### config.mk
export PLATFORM = sky130hd
export DESIGN_NAME = al_accel_out_quant
export DESIGN_NICKNAME = d
export VERILOG_FILES = /design/src/rtl/al_accel_out_quant.sv
export SDC_FILE = /design/constraint.sdc
export NUM_CORES = 1
export LEC_CHECK = 0
export BUFFER_PORTS_ARGS = -buffer_cell sky130_fd_sc_hd__buf_4
export CORE_MARGIN = 3
export CORE_UTILIZATION = 56
export CTS_CLUSTER_SIZE = 16
export DETAILED_ROUTE_END_ITERATION = 16
export GPL_TIMING_DRIVEN = 0
export PLACE_DENSITY = 0.75
export REMOVE_ABC_BUFFERS = 1
export SKIP_LAST_GASP = 1
export SYNTH_ARGS = -nofsm -noshare
export SYNTH_HDL_FRONTEND = slang
export SYNTH_SLANG_ARGS = --single-unit
### constraint.sdc
create_clock -name clk -period 8.1 [get_ports clk]
set_input_delay 0.81 -clock clk [delete_from_list [all_inputs] [get_ports clk]]
set_output_delay 0.81 -clock clk [all_outputs]
set_load 0.01 [all_outputs]
### src/rtl/al_accel_out_quant.sv
// al_accel_out_quant
// ------------------
// Output quantiser behind the accumulation matrix. Each accepted beat carries
// three signed 32-bit channel accumulators. Each lane goes through an optional
// ReLU, a rounding arithmetic right shift, and saturation to signed int8. The
// three bytes are packed into one word, and the word is buffered in a small
// FIFO that feeds the writeback path.
//
// Pipeline: accept -> S1 (ReLU + rounding bias) -> S2 (shift + clamp) -> FIFO.
// A beat accepted at edge k is at the FIFO head after edge k+2 when the FIFO
// was empty.
//
// Ports
//   clk, resetn            clock; synchronous active-low reset
//   enb                    block enable; low freezes every register
//   in_valid / in_ready    accumulator beat handshake
//   in_data_0..2           signed channel accumulators
//   cfg_shift, cfg_relu    per-beat shift amount and ReLU enable, captured at accept
//   out_valid / out_ready  FIFO head handshake
//   out_data               {8'h00, q2, q1, q0}
//   count                  FIFO occupancy
//   sat_flag, sat_clr      sticky saturation flag and its clear
module al_accel_out_quant #(
    parameter int DEPTH = 4,
    parameter int CNT_W = $clog2(DEPTH + 1)
) (
    input  logic             clk,
    input  logic             resetn,
    input  logic             enb,
    input  logic             in_valid,
    output logic             in_ready,
    input  logic [31:0]      in_data_0,
    input  logic [31:0]      in_data_1,
    input  logic [31:0]      in_data_2,
    input  logic [4:0]       cfg_shift,
    input  logic             cfg_relu,
    output logic             out_valid,
    input  logic             out_ready,
    output logic [31:0]      out_data,
    output logic [CNT_W-1:0] count,
    output logic             sat_flag,
    input  logic             sat_clr
);

    localparam int PTR_W = $clog2(DEPTH);
    localparam logic [CNT_W:0] DEPTH_C = (CNT_W + 1)'(DEPTH);

    // Applies the ReLU and adds the rounding bias. The sum is 33 bits wide,
    // so adding the bias to 0x7FFFFFFF cannot wrap.
    function automatic logic [32:0] round_bias(input logic [31:0] x,
                                               input logic        relu,
                                               input logic [4:0]  sh);
        logic [32:0] xr;
        logic [32:0] bias;
        xr   = (relu && x[31]) ? 33'd0 : {x[31], x};
        bias = (sh == 5'd0) ? 33'd0 : (33'd1 << (sh - 5'd1));
        return xr + bias;
    endfunction

    // Arithmetic shift followed by an int8 clamp. Bit 8 of the result flags a
    // clamped lane.
    function automatic logic [8:0] quantize(input logic [32:0] r,
                                            input logic [4:0]  sh);
        logic signed [32:0] y;
        y = $signed(r) >>> sh;
        if (y > 33'sd127)
            return {1'b1, 8'h7F};
        else if (y < -33'sd128)
            return {1'b1, 8'h80};
        else
            return {1'b0, y[7:0]};
    endfunction

    // Low from reset until the first enabled edge after reset is released.
    // This holds both handshakes off for one cycle after reset ends.
    logic                  ready_ok;
    logic                  s1_v;
    logic [2:0][32:0]      s1_r;
    logic [4:0]            s1_shift;
    logic                  s2_v;
    logic [2:0][7:0]       s2_q;
    logic [23:0]           mem [DEPTH];
    logic [PTR_W-1:0]      wr_ptr;
    logic [PTR_W-1:0]      rd_ptr;
    logic [CNT_W-1:0]      cnt;

    logic [2:0][31:0]      in_lanes;
    logic [2:0][7:0]       q_next;
    logic                  sat_event;
    logic [CNT_W:0]        occupancy;
    logic                  accept;
    logic                  pop;

    assign in_lanes = {in_data_2, in_data_1, in_data_0};

    // The credit counts beats still in S1/S2, so the FIFO write never has to
    // stall. A pop in the same cycle does not free a slot for this accept.
    assign occupancy = {1'b0, cnt} + {{CNT_W{1'b0}}, s1_v} + {{CNT_W{1'b0}}, s2_v};
    assign in_ready  = enb & ready_ok & (occupancy < DEPTH_C);
    assign out_valid = enb & ready_ok & (cnt != '0);
    assign accept    = in_valid & in_ready;
    assign pop       = out_valid & out_ready;
    assign out_data  = {8'h00, mem[rd_ptr]};
    assign count     = cnt;

    // NOTE: every variable in a combinational block is assigned a default
    // first, so no path through the block can leave a latch behind.
    always_comb begin
        logic [8:0] lane;
        q_next    = '0;
        sat_event = 1'b0;
        for (int i = 0; i < 3; i++) begin
            lane      = quantize(s1_r[i], s1_shift);
            q_next[i] = lane[7:0];
            sat_event = sat_event | (s1_v & lane[8]);
        end
    end

    // NOTE: sequential state uses non-blocking assignments only, so every
    // register samples values from before the clock edge.
    always_ff @(posedge clk) begin
        if (!resetn) begin
            ready_ok <= 1'b0;
            s1_v     <= 1'b0;
            s2_v     <= 1'b0;
            wr_ptr   <= '0;
            rd_ptr   <= '0;
            cnt      <= '0;
            sat_flag <= 1'b0;
        end else if (enb) begin
            ready_ok <= 1'b1;
            s1_v     <= accept;
            s2_v     <= s1_v;
            if (s2_v)
                wr_ptr <= wr_ptr + PTR_W'(1);
            if (pop)
                rd_ptr <= rd_ptr + PTR_W'(1);
            case ({s2_v, pop})
                2'b10:   cnt <= cnt + CNT_W'(1);
                2'b01:   cnt <= cnt - CNT_W'(1);
                default: cnt <= cnt;
            endcase
            // When set and clear land on the same edge, the set wins.
            if (sat_event)
                sat_flag <= 1'b1;
            else if (sat_clr)
                sat_flag <= 1'b0;
        end
    end

    // NOTE: the data registers and FIFO storage have no reset. Their contents
    // only matter when the matching valid bit or count says so, and those are
    // reset.
    always_ff @(posedge clk) begin
        if (enb) begin
            if (accept) begin
                for (int i = 0; i < 3; i++)
                    s1_r[i] <= round_bias(in_lanes[i], cfg_relu, cfg_shift);
                s1_shift <= cfg_shift;
            end
            if (s1_v)
                s2_q <= q_next;
            if (s2_v)
                mem[wr_ptr] <= {s2_q[2], s2_q[1], s2_q[0]};
        end
    end

endmodule

==> run metrics, run 1 <==
CTS Buffer Depth 3; Commonest cells post-synth edfxtp_1 (224), nand2_1 (186), nor2_1 (178); number of cells after detailed placement roughly 2500; Initial Util 57.0%; H-tree depth 1; Hold Path Origin ready_ok$_SDFFE_PN0P_; final setup margin around 3.1 ns; Least-Margin Pin Slew roughly 1.2 ns; Yosys cell types ~90; Lkg Pwr 0.00892 µW; placed inst area between 20000 and 25000 µm²; Fill cells 2848; RSZ-0062 raised after global routing false; Iter 0 DRT Violations 1441; mapped cell area 19800 µm²; WHS 0.453 ns; largest net degree at the start of global routing 72; num rows between 60 and 70; CTS tree yes; GRT Overall Usage 26.2%; WP data arrival between 5 and 6 ns; gpl congestion between 0.9 and 1; met3 Usage GRT ~2.5%; fin crit share 61.4%; die height 194 µm; area share of the largest cell type after synthesis 34.0%; ant diodes 0; CP max FO 31; fin area 22300 µm²; DR DRC count 0; YS warnings 0; clock latency on the worst-skew pair ~0.52 ns; first-pass GRT wire length around 81 mm; crit path launch type input port; Synth Flop Type edfxtp_1; met2 GRT Util a little over two fifths; CTS Hold Buffers Added 0; CTS Buf Count 24; Layout Cells excl Fill around 2500; Layout area overhead 12.4%; chip width slightly below 200 µm; total negative slack 0 ns; CP Capture Type register; io pins ~150; CTS Root Cell clkbuf_16; DR vias/cell 6.35; total of max-cap violations 0; CP Launch Point cfg_relu; post-DP HPWL between 40 and 50 mm; Final Critical Period 4.97 ns; Worst Setup Slack post-DPL about 2.7 ns; Final setup viols 0; vias in the first global route ~15000; Hold Fails Final Rpt 0; initial antenna violation count 0; Total Die Area between 30000 and 40000 µm²; Critical Path RT approximately 8.4 ns; leading area contributor after synthesis edfxtp_1; Synth Instances around 2000; met1 usage 38.1%; FF-to-FF Start s1_shift[0]$_DFFE_PP_; Seq/Total Area, Yosys 35.3%; Synth area leaders edfxtp_1 (34%), mux4_2 (8.9%), ha_1 (6.4%); Worst-path clk slew 0.06 ns; fin. max-slew vios 0; maximum vdd drop 128 µV; worst hold-check path type register to register; TritonRoute pass-1 iters 7; status complete, no violations; wire per inst 20.4 µm; crit path kind input port to register; Syn Area/Cell between 10 and 15 µm²; most frequent cell after synthesis edfxtp_1; Max-Slew Margin vs Limit between 15 and 20%; Clock Sinks ~240; Final Skew roughly 0.0094 ns; number of synthesized register bits ~240; I/O Buffers 137; final WL between 50 and 60 mm; share of layout cells above drive strength 1 16.5%; Post-synth EDFFs between 200 and 250; GRT busiest layer met2; Core ar. roughly 35000 µm²; Final #Nets between 2000 and 2500; GRT overflow 0; DR vias 16100; Final ANT Viol Nets 0; asr flop ratio synth 0%; post-CTS setup buffer count 0; Pwr per Cell Area about 130 nW/µm²; Post-CTS Resized 0; fmax 201 MHz
==> final timing paths <==
kind	to	cells past startpoint	slack [ns]
worst max-delay path	s1_r[65]$_DFFE_PP_	15	3.13
worst max register to register	s2_q[17]$_SDFFCE_PP1P_	12	3.74
worst min register to register	ready_ok$_SDFFE_PN0P_	1	0.45
worst min-delay path	ready_ok$_SDFFE_PN0P_	1	0.45
==> report_power, final <==
group          switching (µW)  total (µW)  internal, µW
registers                20.6        1380          1360
clock network             452        1080           632
logic                     257         469           212
total                     730        2930          2200
==> placed cells by master, fill, tap and decap left out, types with 12 or more instances in the layout <==
cell,instances
a21oi_1,145
a31oi_1,16
buf_4,137
nand3_1,34
inv_1,30
ha_1,102
clkbuf_16,25
o21a_1,22
mux2i_1,97
a211oi_1,40
o211ai_1,14
and2_1,113
nand2b_1,17
edfxtp_1,224
dfxtp_1,12
mux2_2,34
nor2_1,178
mux4_2,78
nor3_1,34
o21ai_0,117
buf_16,22
nor2b_1,15
nand2_1,186
a21o_1,49
and3_1,21
xnor2_1,62
xor2_1,21
==> cells by family (layout without fill, tap and decap cells) <==
family | after synthesis | in the layout | share of synthesized area [%]
muxes | 225 | 225 | 17.5
xor gates and xnor gates | 83 | 83 | 3.67
DFF | 237 | 237 | 35.3
other | 1 | 11 | 0.0189
and+or+nand+nor | 659 | 659 | 16.2
AOI/OAI and AO/OA | 510 | 510 | 16.6
adders and majority gates | 106 | 106 | 6.85
buffers and inverters | 153 | 243 | 3.89
==> state kept, by name, indices dropped and copies added (netlist names), named ones only <==
signal,count
s1_r,99
mem,96
s2_q,24
s1_shift,5
count,3
rd_ptr,2
wr_ptr,2
ready_ok,1
s1_v,1
s2_v,1
sat_flag,1
==> metal layers <==
layer / share of wire (%) / vias to the layer above / wire, µm
met1: 43 / 7608 / 22200
met2: 47 / 704 / 24300
met5: 0 / - / 0
li1: - / 7674 / -
met3: 7.3 / 82 / 3740
met4: 2.4 / 0 / 1260
==> critical path, cell delays in order <==
cell       delay [ns]
buf_4            0.14
nand2_1          0.46
and2_1           0.40
ha_1             0.22
fa_1             0.43
a211oi_1         0.23
nor2_1           0.13
o21a_1           0.23
o221ai_1         0.25
o22ai_1          0.24
a2111oi_0        0.84
o211ai_1         0.29
a31o_2           0.29
a21oi_1          0.18
xnor2_1          0.08
==> metrics by stage <==
stage	util, %	total power, µW
after floorplan	-	1710
after global placement	59.9	1850
after detailed placement	61.9	1870
after CTS	64.1	2940
after global routing	64.1	3050
final	64.1	2930
==> area by class of cell <==
cell class	count	area [µm²]	area share [%]
clock buffers	31	648	2.91
clock inverters	12	123	0.551
inverters	36	135	0.607
multi-input cells	1594	12100	54.3
flip-flops and latches	237	6990	31.4
well taps	455	569	2.56
repair buffers	164	1720	7.72
Power figures use the tool's default switching activity.
==> run 2, diff against run 1 <==
--- a/config.mk
+++ b/config.mk
@@ -11,7 +11,7 @@
 export CTS_CLUSTER_SIZE = 16
 export DETAILED_ROUTE_END_ITERATION = 16
 export GPL_TIMING_DRIVEN = 0
-export PLACE_DENSITY = 0.75
+export PLACE_DENSITY = 0.78
 export REMOVE_ABC_BUFFERS = 1
 export SKIP_LAST_GASP = 1
 export SYNTH_ARGS = -nofsm -noshare
==> constraint.sdc (replaced) <==
create_clock -name clk -period 4.1 [get_ports clk]
set_input_delay 0.41 -clock clk [delete_from_list [all_inputs] [get_ports clk]]
set_output_delay 0.41 -clock clk [all_outputs]
set_load 0.01 [all_outputs]
==> run metrics, run 2 (synthesis results as in run 1) <==
most flop-heavy register s1_r; Final Skew 0.0225 ns (+0.0132 ns); worst reg2reg setup slack 0.21 ns (-3.53 ns); Final setup viols 0 (unchanged); most frequent cells in the layout edfxtp_1 (224), nand2_1 (183), nor2_1 (175); most common cell after layout, fill and taps aside edfxtp_1; DR vias 16300 (+1.1%); FF-to-FF End s2_q[16]$_SDFFCE_PP1P_; Hold Path Sink s1_shift[1]$_DFFE_PP_; Max-Slew Margin vs Limit 17.7% (+0.18 points); Lkg Pwr 0.00898 µW (+0.69%); total of max-cap violations 0 (unchanged); Critical Path RT 4.39 ns (-3.98 ns); gpl congestion 0.933 (about the same); largest net degree at the start of global routing 72 (unchanged); FF-to-FF Start s1_shift[3]$_DFFE_PP_; CTS Hold Buffers Added 0 (unchanged); CTS tree yes; I/O Buffers 137 (unchanged); Fill cells 2737 (-3.9%); Clock Sinks 237 (unchanged); CTS Buf Count 26 (+8.3%); maximum vdd drop 269 µV (+110%); share of layout cells above drive strength 1 17.4% (+0.88 points); Layout Cells excl Fill 2539 (+0.40%); fin area 22400 µm² (+0.67%); wire per inst 20.4 µm (+0.36%); Total Die Area 37600 µm² (unchanged); Initial Util 57.0% (unchanged); Least-Margin Pin Slew 1.24 ns (-0.00263 ns); Layout area overhead 13.2%; number of cells after detailed placement 2485 (-0.040%); CTS Buffer Depth 3 (unchanged); Final ANT Viol Nets 0 (unchanged); status complete, no violations; clock latency on the worst-skew pair 0.54 ns (+0.02 ns); total negative slack 0 ns (unchanged); Hold Path Origin cfg_shift[1]; fmax between 200 and 300 MHz; H-tree depth 1 (unchanged); final setup margin 0.152 ns (-2.98 ns); Register-to-Register Path Depth 11 (-1); placed inst area 21500 µm² (-0.13%); post-DP HPWL 40.0 mm (-0.28%); Core ar. 34700 µm² (unchanged); Final Critical Period approximately 4 ns; Worst Setup Slack post-DPL -1.02 ns (-3.76 ns); crit path launch type input port; Largest regs s1_r (99), mem (96), s2_q (24); io pins 146 (unchanged); worst hold-check path type input port to register; Worst Hold Depth 1 (unchanged); DR vias/cell 6.40 (+0.74%); die height 194 µm (unchanged); Final #Nets 2278 (+0.31%); DR DRC count 0 (unchanged); fin. max-slew vios 0 (unchanged); fin crit share ~96%; final WL 51.9 mm (+0.76%); GRT overflow 0 (unchanged); max FFs per register 99 (unchanged); initial antenna violation count 0 (unchanged); CP Launch Point cfg_shift[1]; Iter 0 DRT Violations 1549 (+7.5%); crit path kind input port to register; GRT Overall Usage 26.2% (-0.027 points); chip width 194 µm (unchanged); WP data arrival 4.23 ns (-1.01 ns); Pwr per Cell Area 263 nW/µm² (+99%); vias in the first global route 15000 (+0.56%); Hold Fails Final Rpt 0 (unchanged); TritonRoute pass-1 iters 7 (unchanged); ant diodes 0 (unchanged); first-pass GRT wire length 80.9 mm (-0.18%); CP max FO 8 (-74%); Pwr Total 5890 µW (+100%); Worst-path clk slew 0.06 ns (about the same); RSZ-0062 raised after global routing true; CTS Root Cell clkbuf_16; CP Capture Type register; num rows 68 (unchanged)
[run 2: routing by layer]
metal,global-route usage [%],share of wire [%],up-vias
met4,10.1,4.2,0
li1,-,-,7697
met1,37.6,42,7651
met5,0,0,-
met3,2.71,7.6,129
met2,41.4,46,774
[run 2: how the worst max path moves through the flow]
stage | end | slack [ns]
after floorplan | sat_flag$_SDFFE_PN0P_ | -2.81
after global routing | s1_r[32]$_DFFE_PP_ | -0.14
after global placement | sat_flag$_SDFFE_PN0P_ | -5.10
after CTS | s1_r[32]$_DFFE_PP_ | 0.03
after detailed placement | s1_r[65]$_DFFE_PP_ | -1.02
final | s1_r[65]$_DFFE_PP_ | 0.15
[run 2: repair_timing]
item,CTS,global route
gates resized for setup,9,10
buffers inserted,2,4
endpoints found under the setup margin,29,31
[run 2: report_power, final]
| group | total, µW | switching (µW) | internal (µW) |
|---|---|---|---|
| Clock | 2230 | 929 | 1300 |
| Sequential | 2730 | 38.6 | 2690 |
| Combinational | 934 | 514 | 421 |
[run 2: layout make-up]
class                   instances  area [µm²]  share of cell area, %
clock inverters                13         120                  0.536
well taps                     455         569                   2.54
inverters                      36         141                  0.631
flip-flops and latches        237        6990                   31.2
repair buffers                169        1750                   7.80
multi-input cells            1594       12100                   54.1
clock buffers                  35         716                   3.19
[run 2: worst max-delay path, stage by stage]
cell and delay [ns]:
buf_4 0.11, nand2b_1 0.33, nor2_1 0.22, ha_1 0.28, fa_1 0.43, a211oi_1 0.25, nor2_1 0.14, o21a_1 0.24
o221ai_1 0.28, o22ai_1 0.26, a2111oi_2 0.48, o211ai_1 0.25, a31o_2 0.28, a21oi_1 0.20, xnor2_1 0.09
[run 2: through the flow]
| stage | hold WS [ns] | utilization, % |
|---|---|---|
| 6_report | 0.0923 | 64.6 |
| 5_1_grt | 0.0900 | 64.6 |
| 4_1_cts | 0.0697 | 64.4 |
| 3_5_place_dp | 0.447 | 61.8 |
| 3_3_place_gp | 0.438 | 59.9 |
| 2_1_floorplan | 0.428 | - |
==> run 3, diff against run 2 <==
--- a/config.mk
+++ b/config.mk
@@ -11,6 +11,7 @@
 export CTS_CLUSTER_SIZE = 16
 export DETAILED_ROUTE_END_ITERATION = 16
 export GPL_TIMING_DRIVEN = 0
+export MAX_ROUTING_LAYER = met4
 export PLACE_DENSITY = 0.78
 export REMOVE_ABC_BUFFERS = 1
 export SKIP_LAST_GASP = 1
==> run metrics, run 3 (synthesis results as in run 1) <==
status complete, no violations; die height 194 µm (unchanged); RSZ-0062 raised after global routing true; CP Capture Type register; Worst Setup Slack post-DPL -0.916 ns (+0.106 ns); DR vias/cell 6.41 (+0.15%); Clock Sinks 237 (unchanged); io pins 146 (unchanged); WP data arrival 4.21 ns (-0.02 ns); GRT overflow 0 (unchanged); Pwr per Cell Area 257 nW/µm² (-2.2%); DR vias 16300 (+0.18%); Iter 0 DRT Violations 1557 (+0.52%); utilization after layout 64.4% (-0.14 points); most frequent cells in the layout edfxtp_1 (224), nand2_1 (183), nor2_1 (175); DR DRC count 0 (unchanged); first-pass GRT wire length 82.7 mm (+2.3%); Core ar. 34700 µm² (unchanged); fin crit share 96.0% (-0.29 points); total negative slack 0 ns (unchanged); Fill cells 2742 (+0.18%); Initial Util 57.0% (unchanged); number of cells after detailed placement 2483 (-0.080%); initial antenna violation count 0 (unchanged); most flop-heavy register s1_r; wire per inst 20.8 µm (+1.9%); crit path kind input port to register; Final #Nets 2282 (+0.18%); chip width 194 µm (unchanged); largest net degree at the start of global routing 73 (+1.4%); fin. max-slew vios 0 (unchanged); Final Skew 0.0221 ns (-0.000466 ns); CTS Buffer Depth 3 (unchanged); Final Critical Period 3.94 ns (-0.0118 ns); Final ANT Viol Nets 0 (unchanged); GRT Overall Usage 27.7% (+1.5 points); gpl congestion 0.935 (+0.23%); Max-Slew Margin vs Limit 17.1% (-0.58 points); DR WL met3 3.95 mm (-0.28%); register area 6990 µm² (unchanged); Least-Margin Pin Slew 1.24 ns (+0.00866 ns); multi-input logic area 12100 µm² (about the same); maximum vdd drop 281 µV (+4.3%); clock latency on the worst-skew pair 0.53 ns (about the same); crit path launch type input port; final WL 52.9 mm (+2.0%); ant diodes 0 (unchanged); Final setup viols 0 (unchanged); H-tree depth 1 (unchanged); metal2 WL 24.5 mm (+3.2%); Largest regs s1_r (99), mem (96), s2_q (24); I/O Buffers 137 (unchanged); CTS Buf Count 25 (-3.8%); Lkg Pwr 0.00896 µW (-0.23%); vias in the first global route 15100 (+0.43%); Total Die Area 37600 µm² (unchanged); CP max FO 9 (+1); worst hold-check path type input port to register; WHS 0.111 ns (+0.0184 ns); total of max-cap violations 0 (unchanged); Layout area overhead 13.0%; final setup margin 0.164 ns (+0.0118 ns); num rows 68 (unchanged); Hold Fails Final Rpt 0 (unchanged); CTS tree yes; post-DP HPWL 40.8 mm (+1.9%); Worst-path clk slew 0.06 ns (about the same); Critical Path RT 4.37 ns (-0.02 ns); fmax 254 MHz (+0.30%); Layout Cells excl Fill 2540 (+0.039%); most common cell after layout, fill and taps aside edfxtp_1; wire length on met1 22.5 mm (+2.2%); max FFs per register 99 (unchanged); top layer in use met4; TritonRoute pass-1 iters 8 (+1); share of layout cells above drive strength 1 17.4% (-0.056 points); CTS Root Cell clkbuf_16
-- run 3: routing by layer --
metal / vias to the layer above / GRT usage (%)
li1: 7680 / -
met1: 7680 / 38.7
met2: 793 / 43.2
met3: 128 / 2.35
met4: 0 / 9.23
met5: - / -
-- run 3: final cells by class --
class	count	share of cell area (%)
clock buffers	29	2.86
multi-input cells	1594	54.3
flip-flops and latches	237	31.2
clock inverters	15	0.498
inverters	36	0.632
repair buffers	174	7.92
well taps	455	2.55
-- run 3: what timing repair did --
action | CTS | global route
hold buffers | 0 | 0
setup endpoints to repair | 31 | 31
buffers inserted | 3 | 10
cloned | 0 | 0
gates resized for setup | 8 | 11
-- run 3: per-stage QoR --
step                      area [µm²]  power [µW]
after CTS                      22200        5750
final                          22400        5750
after floorplan                19200        3390
after global placement         20800        3660
after detailed placement       21400        3690
after global routing           22400        5960
-- run 3: path summary, 6_finish.rpt --
kind / from / endpoint / slack (ns) / depth (start not counted)
max reg2reg: s1_shift[1]$_DFFE_PP_ / sat_flag$_SDFFE_PN0P_ / 0.18 / 13
min: cfg_shift[0] / s1_shift[0]$_DFFE_PP_ / 0.11 / 1
max: cfg_shift[2] / s1_r[65]$_DFFE_PP_ / 0.16 / 14
min reg2reg: ready_ok$_SDFFE_PN0P_ / ready_ok$_SDFFE_PN0P_ / 0.45 / 1
-- run 3: power by group --
part	internal [µW]	switching, µW
clock network	1180	898
logic	421	521
registers	2690	39.5
-- run 3: worst max-delay path: stages --
cell	delay, ns
buf_4	0.15
or3_1	0.46
nor2_1	0.43
ha_1	0.37
a211oi_1	0.26
nor2_1	0.14
o21a_1	0.24
o221ai_1	0.25
o22ai_1	0.28
a2111oi_4	0.44
o211ai_1	0.24
a31o_2	0.29
a21oi_1	0.18
xnor2_1	0.08
